==> src/rtl/gtfraw_statsreg_tick_ctrl_pkg.sv <==
// Shared types and helpers for the pm_tick stats-bank sequencer.
package gtfraw_stats_pkg;

    localparam int MIN_SETTLE = 3;

    typedef enum logic [2:0] {
        IDLE    = 3'd0,
        TICK    = 3'd1,
        SETTLE  = 3'd2,
        RELEASE = 3'd3,
        GUARD   = 3'd4,
        READ    = 3'd5
    } seq_state_t;

    function automatic int clog2(input int value);
        int r;
        int v;
        r = 0;
        v = value - 1;
        while (v > 0) begin
            r++;
            v = v >> 1;
        end
        return r;
    endfunction

endpackage

==> src/rtl/gtfraw_statsreg_tick_ctrl_if.sv <==
// Snapshot readout stream: one stats word per beat on valid/ready.
interface gtfraw_statsreg_tick_ctrl_if #(
    parameter int OUTWIDTH = 32,
    parameter int IDXW     = 6
);
    logic                rd_valid;
    logic                rd_ready;
    logic [OUTWIDTH-1:0] rd_data;
    logic [IDXW-1:0]     rd_idx;
    logic                rd_last;

    modport master (
        output rd_valid,
        output rd_data,
        output rd_idx,
        output rd_last,
        input  rd_ready
    );

    modport slave (
        input  rd_valid,
        input  rd_data,
        input  rd_idx,
        input  rd_last,
        output rd_ready
    );
endinterface

==> src/rtl/gtfraw_statsreg_tick_ctrl_timer.sv <==
// Periodic tick timer: raises auto_req once every `interval` cycles while enabled.
module gtfraw_tick_timer (
    input  logic        clk,
    input  logic        resetn,
    input  logic        auto_en,
    input  logic [31:0] interval,
    output logic        auto_req
);
    logic [31:0] timer;
    logic        run;
    logic        hit;

    assign run = auto_en && (interval != 32'd0);
    // >= keeps the period bounded if interval shrinks below the current count
    assign hit = run && (timer >= interval - 32'd1);
    assign auto_req = hit;

    always_ff @(posedge clk) begin
        if (!resetn) begin
            timer <= 32'd0;
        end else if (!run || hit) begin
            timer <= 32'd0;
        end else begin
            timer <= timer + 32'd1;
        end
    end
endmodule

==> src/rtl/gtfraw_statsreg_tick_ctrl.sv <==
// pm_tick sequencer for a stats bank: tick, settle, one-cycle hold release, then
// stream every snapshot word out over the readout port.
//
// state   | meaning
// IDLE    | waiting for a request or a pending tick; hold_output high
// TICK    | pm_tick pulse, one cycle
// SETTLE  | stats pipeline latching, SETTLE_CYCLES-1 cycles
// RELEASE | hold_output low for exactly one cycle
// GUARD   | hold_output high again; snapshot lands in statsout
// READ    | stream words 0..NUM_STATS-1, hold_output high
module gtfraw_statsreg_tick_ctrl
    import gtfraw_stats_pkg::*;
#(
    parameter int NUM_STATS     = 8,
    parameter int OUTWIDTH      = 32,
    parameter int SETTLE_CYCLES = 3,
    parameter int IDXW          = 6
) (
    input  logic                          clk,
    input  logic                          resetn,
    input  logic                          auto_en,
    input  logic [31:0]                   interval,
    input  logic                          tick_req,
    input  logic [NUM_STATS*OUTWIDTH-1:0] stats_in,
    output logic                          pm_tick,
    output logic                          hold_output,
    output logic                          busy,
    output logic                          overrun,
    input  logic                          overrun_clr,
    gtfraw_statsreg_tick_ctrl_if.master   rd
);
    localparam int SETTLE_EFF = (SETTLE_CYCLES < MIN_SETTLE) ? MIN_SETTLE : SETTLE_CYCLES;
    localparam int SW         = clog2(SETTLE_EFF) + 1;
    localparam logic [IDXW-1:0] LAST_IDX = IDXW'(NUM_STATS - 1);

    seq_state_t          state;
    logic [SW-1:0]       settle_cnt;
    logic                pending;
    logic                auto_req;
    logic                req;
    logic                overrun_set;
    logic                rd_valid_q;
    logic                rd_last_q;
    logic [IDXW-1:0]     rd_idx_q;
    logic [OUTWIDTH-1:0] rd_data_q;
    logic [IDXW-1:0]     sel;
    logic [OUTWIDTH-1:0] next_word;

    gtfraw_tick_timer u_timer (
        .clk      (clk),
        .resetn   (resetn),
        .auto_en  (auto_en),
        .interval (interval),
        .auto_req (auto_req)
    );

    assign req         = tick_req | auto_req;
    assign overrun_set = (state != IDLE) && req && pending;

    // Word 0 on entry to READ, otherwise the word after the one being accepted
    always_comb begin
        sel       = (state == GUARD) ? '0 : rd_idx_q + IDXW'(1);
        next_word = '0;
        for (int i = 0; i < NUM_STATS; i++) begin
            if (sel == IDXW'(i)) begin
                next_word = stats_in[i*OUTWIDTH +: OUTWIDTH];
            end
        end
    end

    always_ff @(posedge clk) begin
        if (!resetn) begin
            state       <= IDLE;
            settle_cnt  <= '0;
            pm_tick     <= 1'b0;
            hold_output <= 1'b1;
            busy        <= 1'b0;
            pending     <= 1'b0;
            overrun     <= 1'b0;
            rd_valid_q  <= 1'b0;
            rd_last_q   <= 1'b0;
            rd_idx_q    <= '0;
            rd_data_q   <= '0;
        end else begin
            // In IDLE the pending slot is consumed; a request in that same cycle refills it
            if (state == IDLE) begin
                pending <= pending & req;
            end else if (req) begin
                pending <= 1'b1;
            end

            if (overrun_set) begin
                overrun <= 1'b1;
            end else if (overrun_clr) begin
                overrun <= 1'b0;
            end

            case (state)
                IDLE: begin
                    if (req || pending) begin
                        state   <= TICK;
                        pm_tick <= 1'b1;
                        busy    <= 1'b1;
                    end
                end
                TICK: begin
                    pm_tick    <= 1'b0;
                    settle_cnt <= SW'(SETTLE_EFF - 2);
                    state      <= SETTLE;
                end
                SETTLE: begin
                    if (settle_cnt == '0) begin
                        hold_output <= 1'b0;
                        state       <= RELEASE;
                    end else begin
                        settle_cnt <= settle_cnt - SW'(1);
                    end
                end
                RELEASE: begin
                    hold_output <= 1'b1;
                    state       <= GUARD;
                end
                GUARD: begin
                    rd_valid_q <= 1'b1;
                    rd_idx_q   <= sel;
                    rd_data_q  <= next_word;
                    rd_last_q  <= (sel == LAST_IDX);
                    state      <= READ;
                end
                READ: begin
                    if (rd.rd_ready) begin
                        if (rd_last_q) begin
                            rd_valid_q <= 1'b0;
                            rd_last_q  <= 1'b0;
                            rd_idx_q   <= '0;
                            busy       <= 1'b0;
                            state      <= IDLE;
                        end else begin
                            rd_idx_q  <= sel;
                            rd_data_q <= next_word;
                            rd_last_q <= (sel == LAST_IDX);
                        end
                    end
                end
                default: state <= IDLE;
            endcase
        end
    end

    assign rd.rd_valid = rd_valid_q;
    assign rd.rd_data  = rd_data_q;
    assign rd.rd_idx   = rd_idx_q;
    assign rd.rd_last  = rd_last_q;

endmodule

==> src/flat_wrapper.sv <==
// flat-port wrapper written by rule: the top's interface ports become plain ports
module gtfraw_statsreg_tick_ctrl_flat import gtfraw_stats_pkg::*;
#(
    parameter int NUM_STATS     = 8,
    parameter int OUTWIDTH      = 32,
    parameter int SETTLE_CYCLES = 3,
    parameter int IDXW          = 6
)
  (clk, resetn, auto_en, interval, tick_req, stats_in, pm_tick, hold_output, busy, overrun, overrun_clr, rd_rd_valid, rd_rd_data, rd_rd_idx, rd_rd_last, rd_rd_ready);
  gtfraw_statsreg_tick_ctrl_if #(.OUTWIDTH(OUTWIDTH), .IDXW(IDXW)) rd_i ();
  input  logic clk;
  input  logic resetn;
  input  logic auto_en;
  input  logic [31:0] interval;
  input  logic tick_req;
  input  logic [NUM_STATS*OUTWIDTH-1:0] stats_in;
  output logic pm_tick;
  output logic hold_output;
  output logic busy;
  output logic overrun;
  input  logic overrun_clr;
  output wire logic [$bits(rd_i.rd_valid)-1:0] rd_rd_valid;
  output wire logic [$bits(rd_i.rd_data)-1:0] rd_rd_data;
  output wire logic [$bits(rd_i.rd_idx)-1:0] rd_rd_idx;
  output wire logic [$bits(rd_i.rd_last)-1:0] rd_rd_last;
  input wire logic [$bits(rd_i.rd_ready)-1:0] rd_rd_ready;
  assign rd_rd_valid = rd_i.rd_valid;
  assign rd_rd_data = rd_i.rd_data;
  assign rd_rd_idx = rd_i.rd_idx;
  assign rd_rd_last = rd_i.rd_last;
  assign rd_i.rd_ready = rd_rd_ready;
  gtfraw_statsreg_tick_ctrl #(.NUM_STATS(NUM_STATS), .OUTWIDTH(OUTWIDTH), .SETTLE_CYCLES(SETTLE_CYCLES), .IDXW(IDXW)) u_core (.clk(clk), .resetn(resetn), .auto_en(auto_en), .interval(interval), .tick_req(tick_req), .stats_in(stats_in), .pm_tick(pm_tick), .hold_output(hold_output), .busy(busy), .overrun(overrun), .overrun_clr(overrun_clr), .rd(rd_i));
endmodule
==> config.mk <==
export PLATFORM = sky130hd
export DESIGN_NAME = gtfraw_statsreg_tick_ctrl_flat
export DESIGN_NICKNAME = d
export VERILOG_FILES = /design/src/rtl/gtfraw_statsreg_tick_ctrl_pkg.sv /design/src/rtl/gtfraw_statsreg_tick_ctrl_if.sv /design/src/rtl/gtfraw_statsreg_tick_ctrl_timer.sv /design/src/rtl/gtfraw_statsreg_tick_ctrl.sv /design/src/flat_wrapper.sv
export SDC_FILE = /design/constraint.sdc
export NUM_CORES = 1
export LEC_CHECK = 0
export CORE_ASPECT_RATIO = 0.6
export CORE_UTILIZATION = 40
export DETAILED_ROUTE_END_ITERATION = 16
export PLACE_DENSITY = 0.81
export SYNTH_ARGS = -nofsm -noshare
export SYNTH_HDL_FRONTEND = slang
export SYNTH_HIERARCHICAL = 1
export SYNTH_SLANG_ARGS = --single-unit
==> constraint.sdc <==
create_clock -name clk -period 12.81 [get_ports clk]
set_input_delay 2.562 -clock clk [delete_from_list [all_inputs] [get_ports clk]]
set_output_delay 2.562 -clock clk [all_outputs]
set_load 0.02 [all_outputs]
* Word level (Yosys, flattened, before mapping)
Index checks and enable logic that the tools add are counted.
** Cells by class
- Add/sub/neg operators :: 4
- Order comparisons :: 1
- Eq/ne operators :: 18
- Muxes and demuxes :: 37
- Bitwise operators :: 3
- Reductions and logical operators :: 28
** Operator list (number)
- $mux W32 :: 10
- $pmux W32 S2 :: 1
- $add A32 B1 Y32 const B :: 1
- $ge A32 B32 Y1 :: 1
- $reduce_bool A32 Y1 :: 1
- $sub A32 B1 Y32 const B :: 1
- $eq A6 B3 Y1 const B :: 4
- $mux W6 :: 3
- $pmux W3 S6 :: 1
- $mux W3 :: 5
- $reduce_bool A2 Y1 :: 7
- $eq A6 B2 Y1 const B :: 2
- $pmux W6 S2 :: 1
- $mux W1 :: 10
- $pmux W1 S2 :: 5
- $ne A2 B2 Y1 const B :: 4
- $reduce_and A2 Y1 :: 4
- $reduce_and A4 Y1 :: 2
- $add A6 B1 Y6 const B :: 1
- $eq A3 B2 Y1 const B :: 2
- $eq A3 B3 Y1 const B :: 2
- $eq A6 B1 Y1 const B :: 1
- $logic_not A3 Y1 :: 2
- $logic_not A6 Y1 :: 1
- 13 further kinds :: 19
** Word-level totals
- Flip-flop bits (word level) :: 83
- Input bits :: 294
- Output and inout port bits :: 44
- Word-level logic and storage cells :: 103

* Depth between registers and ports, before layout
- Depth in word-level cells :: 14
- Mapped depth :: 16
- Depth with buffers taken out :: 16

* Cells and area by module
The synthesis kept the hierarchy.
** Modules (own cells, without submodules)
- gtfraw_statsreg_tick_ctrl :: instances 1, cells each 631, area an instance 4513.1 µm², seq. area each 1021.0 µm²
- gtfraw_tick_timer :: instances 1, cells each 342, area an instance 2827.7 µm², seq. area each 640.6 µm²

* Worst setup path before layout
No wires, ideal clock.
- Path type :: input port to flip-flop
- From :: input interval[2]
- To :: register u_core.state[0]
- Setup time :: 0.131 ns
- Arrival time :: 5.855 ns
- Required time :: 12.679 ns
- Setup slack :: 6.825 ns
- Stages on the path :: 15
- Buffers on the path :: 1
- Path through :: or3_1 > buf_6 > or4_4 > or2_4 > nor3_1 > xnor2_1 > ha_1 > nand4_1 > or2_2 > a21oi_1 > o41a_1 > o211a_1 > or3_1 > o21ai_0 > a221oi_1
** Between the ends
- Word-level cells in the longest chain between the ends :: 7
- Elaborated cells on any way between the ends :: 9
- Those cells by class :: add/sub: 1; order compare: 1; eq/ne: 1; bitwise: 1; reduce/logical: 5
** Ends and longest elaborated chain
- start: declaration :: line flat_wrapper.sv:14 : input logic [31:0] interval;
- $sub A32 B1 Y32 or $reduce_bool A32 Y1 (tied branches) :: line gtfraw_statsreg_tick_ctrl_timer.sv:15, gtfraw_statsreg_tick_ctrl_timer.sv:13
- $ge A32 B32 Y1 or $logic_and A1 B1 Y1 (tied branches) :: line gtfraw_statsreg_tick_ctrl_timer.sv:15, gtfraw_statsreg_tick_ctrl_timer.sv:13
- $logic_and A1 B1 Y1 * :: line gtfraw_statsreg_tick_ctrl_timer.sv:15 : assign hit = run && (timer >= interval - 32'd1);
- named net u_core.auto_req :: line gtfraw_statsreg_tick_ctrl.sv:39 : logic auto_req;
- $or A1 B1 Y1 * :: line gtfraw_statsreg_tick_ctrl.sv:57 : assign req = tick_req | auto_req;
- $logic_or A1 B1 Y1 * :: line gtfraw_statsreg_tick_ctrl.sv:100 : if (req || pending) begin
- $ne A2 B2 Y1 (no line) *
- $reduce_and A4 Y1 (no line) *
- end signal: assignment :: line gtfraw_statsreg_tick_ctrl.sv:101 : state <= TICK;
- end signal: assignment :: line gtfraw_statsreg_tick_ctrl.sv:109 : state <= SETTLE;
- end signal: assignment :: line gtfraw_statsreg_tick_ctrl.sv:114 : state <= RELEASE;
- end: declaration :: line gtfraw_statsreg_tick_ctrl.sv:36 : seq_state_t state;
The timed path passes the listed nets; every way through them passes the cells marked *.
A chain may end at the register's enable or synchronous reset.

* Final worst setup path
- From :: input interval[6]
- To :: register u_core.state[0]
The elaborated chain is that of the path after synthesis.

==> key figures <==
Layout
  – Util after Layout: between 60% and 70%
  – FF+latch area: 0.001665 sq mm
  – # diodes: 0
  – Final nets: ~1.6k
  – Fin cells: 1,494
  – Area of the multi-input gates: around 0.0052 sq mm
  – Synth-to-layout area growth: 50.37%
  – Most frequent cells in the layout: 337 x clkdlybuf4s50_1, 120 x nand2_1, 83 x a21oi_1
  – Filler cell count: between 1.5k and 2k
  – Most common cell after layout, fill and taps aside: clkdlybuf4s50_1
  – Layout cells sized above 1: about 5.5%

Status
  – Outcome: finished, final reports clean

Place
  – Placed insts: ~1.5k
  – Port bufs: roughly 340
  – DP Worst Slack: ~5.6 ns
  – Final GP Congestion: between 0.9 and 1
  – Post-DP HPWL: between 20,000 and 25,000 microns

Worst setup path
  – CP arrival: roughly 7.2 ns
  – Worst path required time: approximately 13 ns
  – Reg2reg end: u_core/rd.rd_data[10]$_SDFFE_PN0P_
  – Worst Setup Path Type: primary input to flop
  – CP Launch Type: primary input
  – FF-to-FF Start: u_core/rd.rd_idx[0]$_SDFFE_PN0P_
  – Maximum fanout along the worst path: 33
  – Worst setup EP type: flop
  – Cells on worst reg2reg path: 7
  – Flop2flop setup slack: 9.56 ns

Timing
  – Count of final setup violators: 0
  – RSZ-0062 raised after global routing: no
  – Relative slew margins: between 15 and 20%
  – Setup Skew: just under 0.01 ns
  – Period utilisation layout: a little over half
  – Final Max Slew Viols: 0
  – Fmax: approximately 140 MHz
  – Worst Max-Slew Pin Slew: 1.235 ns
  – Setup ws final: 5.852 ns
  – Final Hold Viols: 0
  – Final setup TNS: 0 ns
  – Min Tclk post-route: a little under 7 ns

Clock network
  – Hold_buf cts: 0
  – Number of post-CTS setup repair buffers: 0
  – Root Buffer: clkbuf_16
  – Maximum root-to-sink buffer count: 2
  – Post-CTS Resized: 0
  – Clk_lat worst skew: 0.34 ns
  – Number of H-tree levels: 3
  – CTS tree: built
  – Clock transition at path regs: 0.07 ns
  – Num CTS Buffers: 9
  – Clock tree sinks: 83

Die
  – Die footprint: between 0.015 and 0.02 sq mm
  – I/O pins: 338
  – Core area: 0.01755 sq mm
  – Die Span Y: between 100 and 150 microns
  – Initial Util: 41.84%
  – Horiz. Die Dim: about 180 microns
  – Cell row count: 37

Logic synthesis
  – Post-synth EDFFs: 0
  – Sequential fraction of the synthesis area: 22.64%
  – Register bit count reported by yosys: 83
  – Mapped Nets: between 1k and 1.5k
  – Count of cell types in the netlist: 79
  – Post-synth ARST share: 0%
  – Most frequently used flop master after synthesis: dfxtp_1
  – YS warnings: 6
  – Mapped Avg Cell Area: between 7 and 8 sq um
  – Synth Instances: between 900 and 1k
  – Synthesized area: approximately 0.0073 sq mm

Drt
  – Vias: approximately 8.5k
  – Via density per instance: roughly 5.7
  – WL/cell: ~19 microns
  – Total detailed-routing wirelength: 28,400 microns
  – Remaining DRCs: 0
  – Drt first-iter violations: roughly 740
  – Total iterations of the first detailed-routing run: 5
  – Antenna Violating Nets Remaining: 0

Worst hold path
  – Hold path depth: 2
  – Hold Path End: u_core/rd.rd_data[28]$_SDFFE_PN0P_
  – Hold path start: u_core/rd.rd_data[28]$_SDFFE_PN0P_
  – Worst Hold Class: flop to flop

Power
  – Peak supply drop: roughly 55 uV
  – Pwr/cell area: around 76 mW/mm^2
  – Pleak: 3.594 nW

GRT
  – Largest net degree at the start of global routing: 63
  – Total track usage: between 20 and 30%
  – Vias in the first global route: approximately 7.8k
  – Global-route wire length before repair: ~43,000 microns
  – Antenna violations before repair: 0
  – GRT overflow: 0

Flow run
  – Max Cap Violations: 0
==> sequential cells by signal (all words and copies together), names as in the netlist <==
register              cells
u_core/rd.rd_last         1
u_core/hold_output        1
u_core/pending            1
u_core/rd.rd_valid        1
u_core/pm_tick            1
u_core/settle_cnt         3
u_core/overrun            1
u_core/u_timer/timer     32
u_core/busy               1
u_core/rd.rd_idx          6
u_core/rd.rd_data        32
u_core/state              3
==> per-stage QoR <==
step | total power, mW | area (sq um) | hold WS (ns)
6_report | 0.8347 | 11040 | 0.4447
3_3_place_gp | 0.5443 | 10710 | 0.4342
2_1_floorplan | 0.4068 | 7341 | 0.4503
5_1_grt | 0.8774 | 11040 | 0.4645
4_1_cts | 0.8406 | 11040 | 0.4492
3_5_place_dp | 0.5485 | 10710 | 0.4411
==> worst max-delay path, stage by stage <==
cell	delay [ns]
clkdlybuf4s50_1	0.50
or4_4	0.61
nor4b_2	0.56
nand3_2	0.19
nor3_2	0.21
xnor2_1	0.09
ha_1	0.30
nand4_1	0.15
or4_1	0.57
nor2_1	0.18
o41a_1	0.18
buf_4	0.34
o211a_1	0.24
or3_1	0.17
o21ai_0	0.09
a221oi_1	0.25
==> routing by layer <==
metal / global-route usage [%] / vias up / share of wire, %
li1: - / 4163 / -
met1: 41.26 / 3947 / 45
met2: 44.23 / 348 / 45
met3: 5.957 / 36 / 7.7
met4: 6.712 / 0 / 1.9
met5: 0 / - / 0
==> cell usage after synthesis, types with 21 or more instances <==
cell	instances	area, sq um
a21oi_1	83	415.4
clkbuf_1	43	161.4
dfxtp_1	83	1662
ha_1	37	462.9
mux2i_1	26	260.3
nand2_1	120	450.4
nand3_1	29	145.1
nor2_1	68	255.2
nor3_1	48	240.2
nor4_1	22	137.6
o211ai_1	25	187.7
o21ai_0	53	265.3
o21ai_1	21	105.1
o22a_1	25	219.0
o2bb2ai_1	25	219.0
xnor2_1	49	429.2
==> worst max path at each step <==
stage	start	to	slack, ns	cells past startpoint
4_1_cts	interval[6]	u_core/state[0]$_SDFFE_PN0P_	5.91	16
5_1_grt	interval[6]	u_core/state[0]$_SDFFE_PN0P_	5.58	16
2_1_floorplan	interval[2]	u_core/state[0]$_SDFFE_PN0P_	6.82	15
3_5_place_dp	interval[6]	u_core/state[0]$_SDFFE_PN0P_	5.56	16
6_report	interval[6]	u_core/state[0]$_SDFFE_PN0P_	5.85	16
3_3_place_gp	interval[6]	u_core/state[0]$_SDFFE_PN0P_	5.76	16
==> power breakdown <==
part	leakage, nW	switching [mW]	total (mW)	internal (mW)
Sequential	0.672	0.0159	0.288	0.272
Combinational	2.76	0.113	0.258	0.145
Clock	0.160	0.114	0.289	0.175
Total	3.59	0.243	0.835	0.592
==> layout make-up <==
cell class                 count  share of cell area (%)
multi-input combinational    798                   47.46
timing repair buffer         347                   31.24
sequential                    83                   15.09
tap                          234                   2.652
clock buffer                   9                   2.040
clock inverter                 7                  0.9748
inverter                      16                  0.5441
==> logic make-up after synthesis <==
group,count (synthesis),share of synthesized area (%)
simple gates,368,25.91
compound gates,299,26.98
buf+inv,92,6.341
flops,83,22.64
xor+xnor,63,7.517
fa+ha+maj,37,6.306
mux,31,4.312
Power figures use the tool's default switching activity.
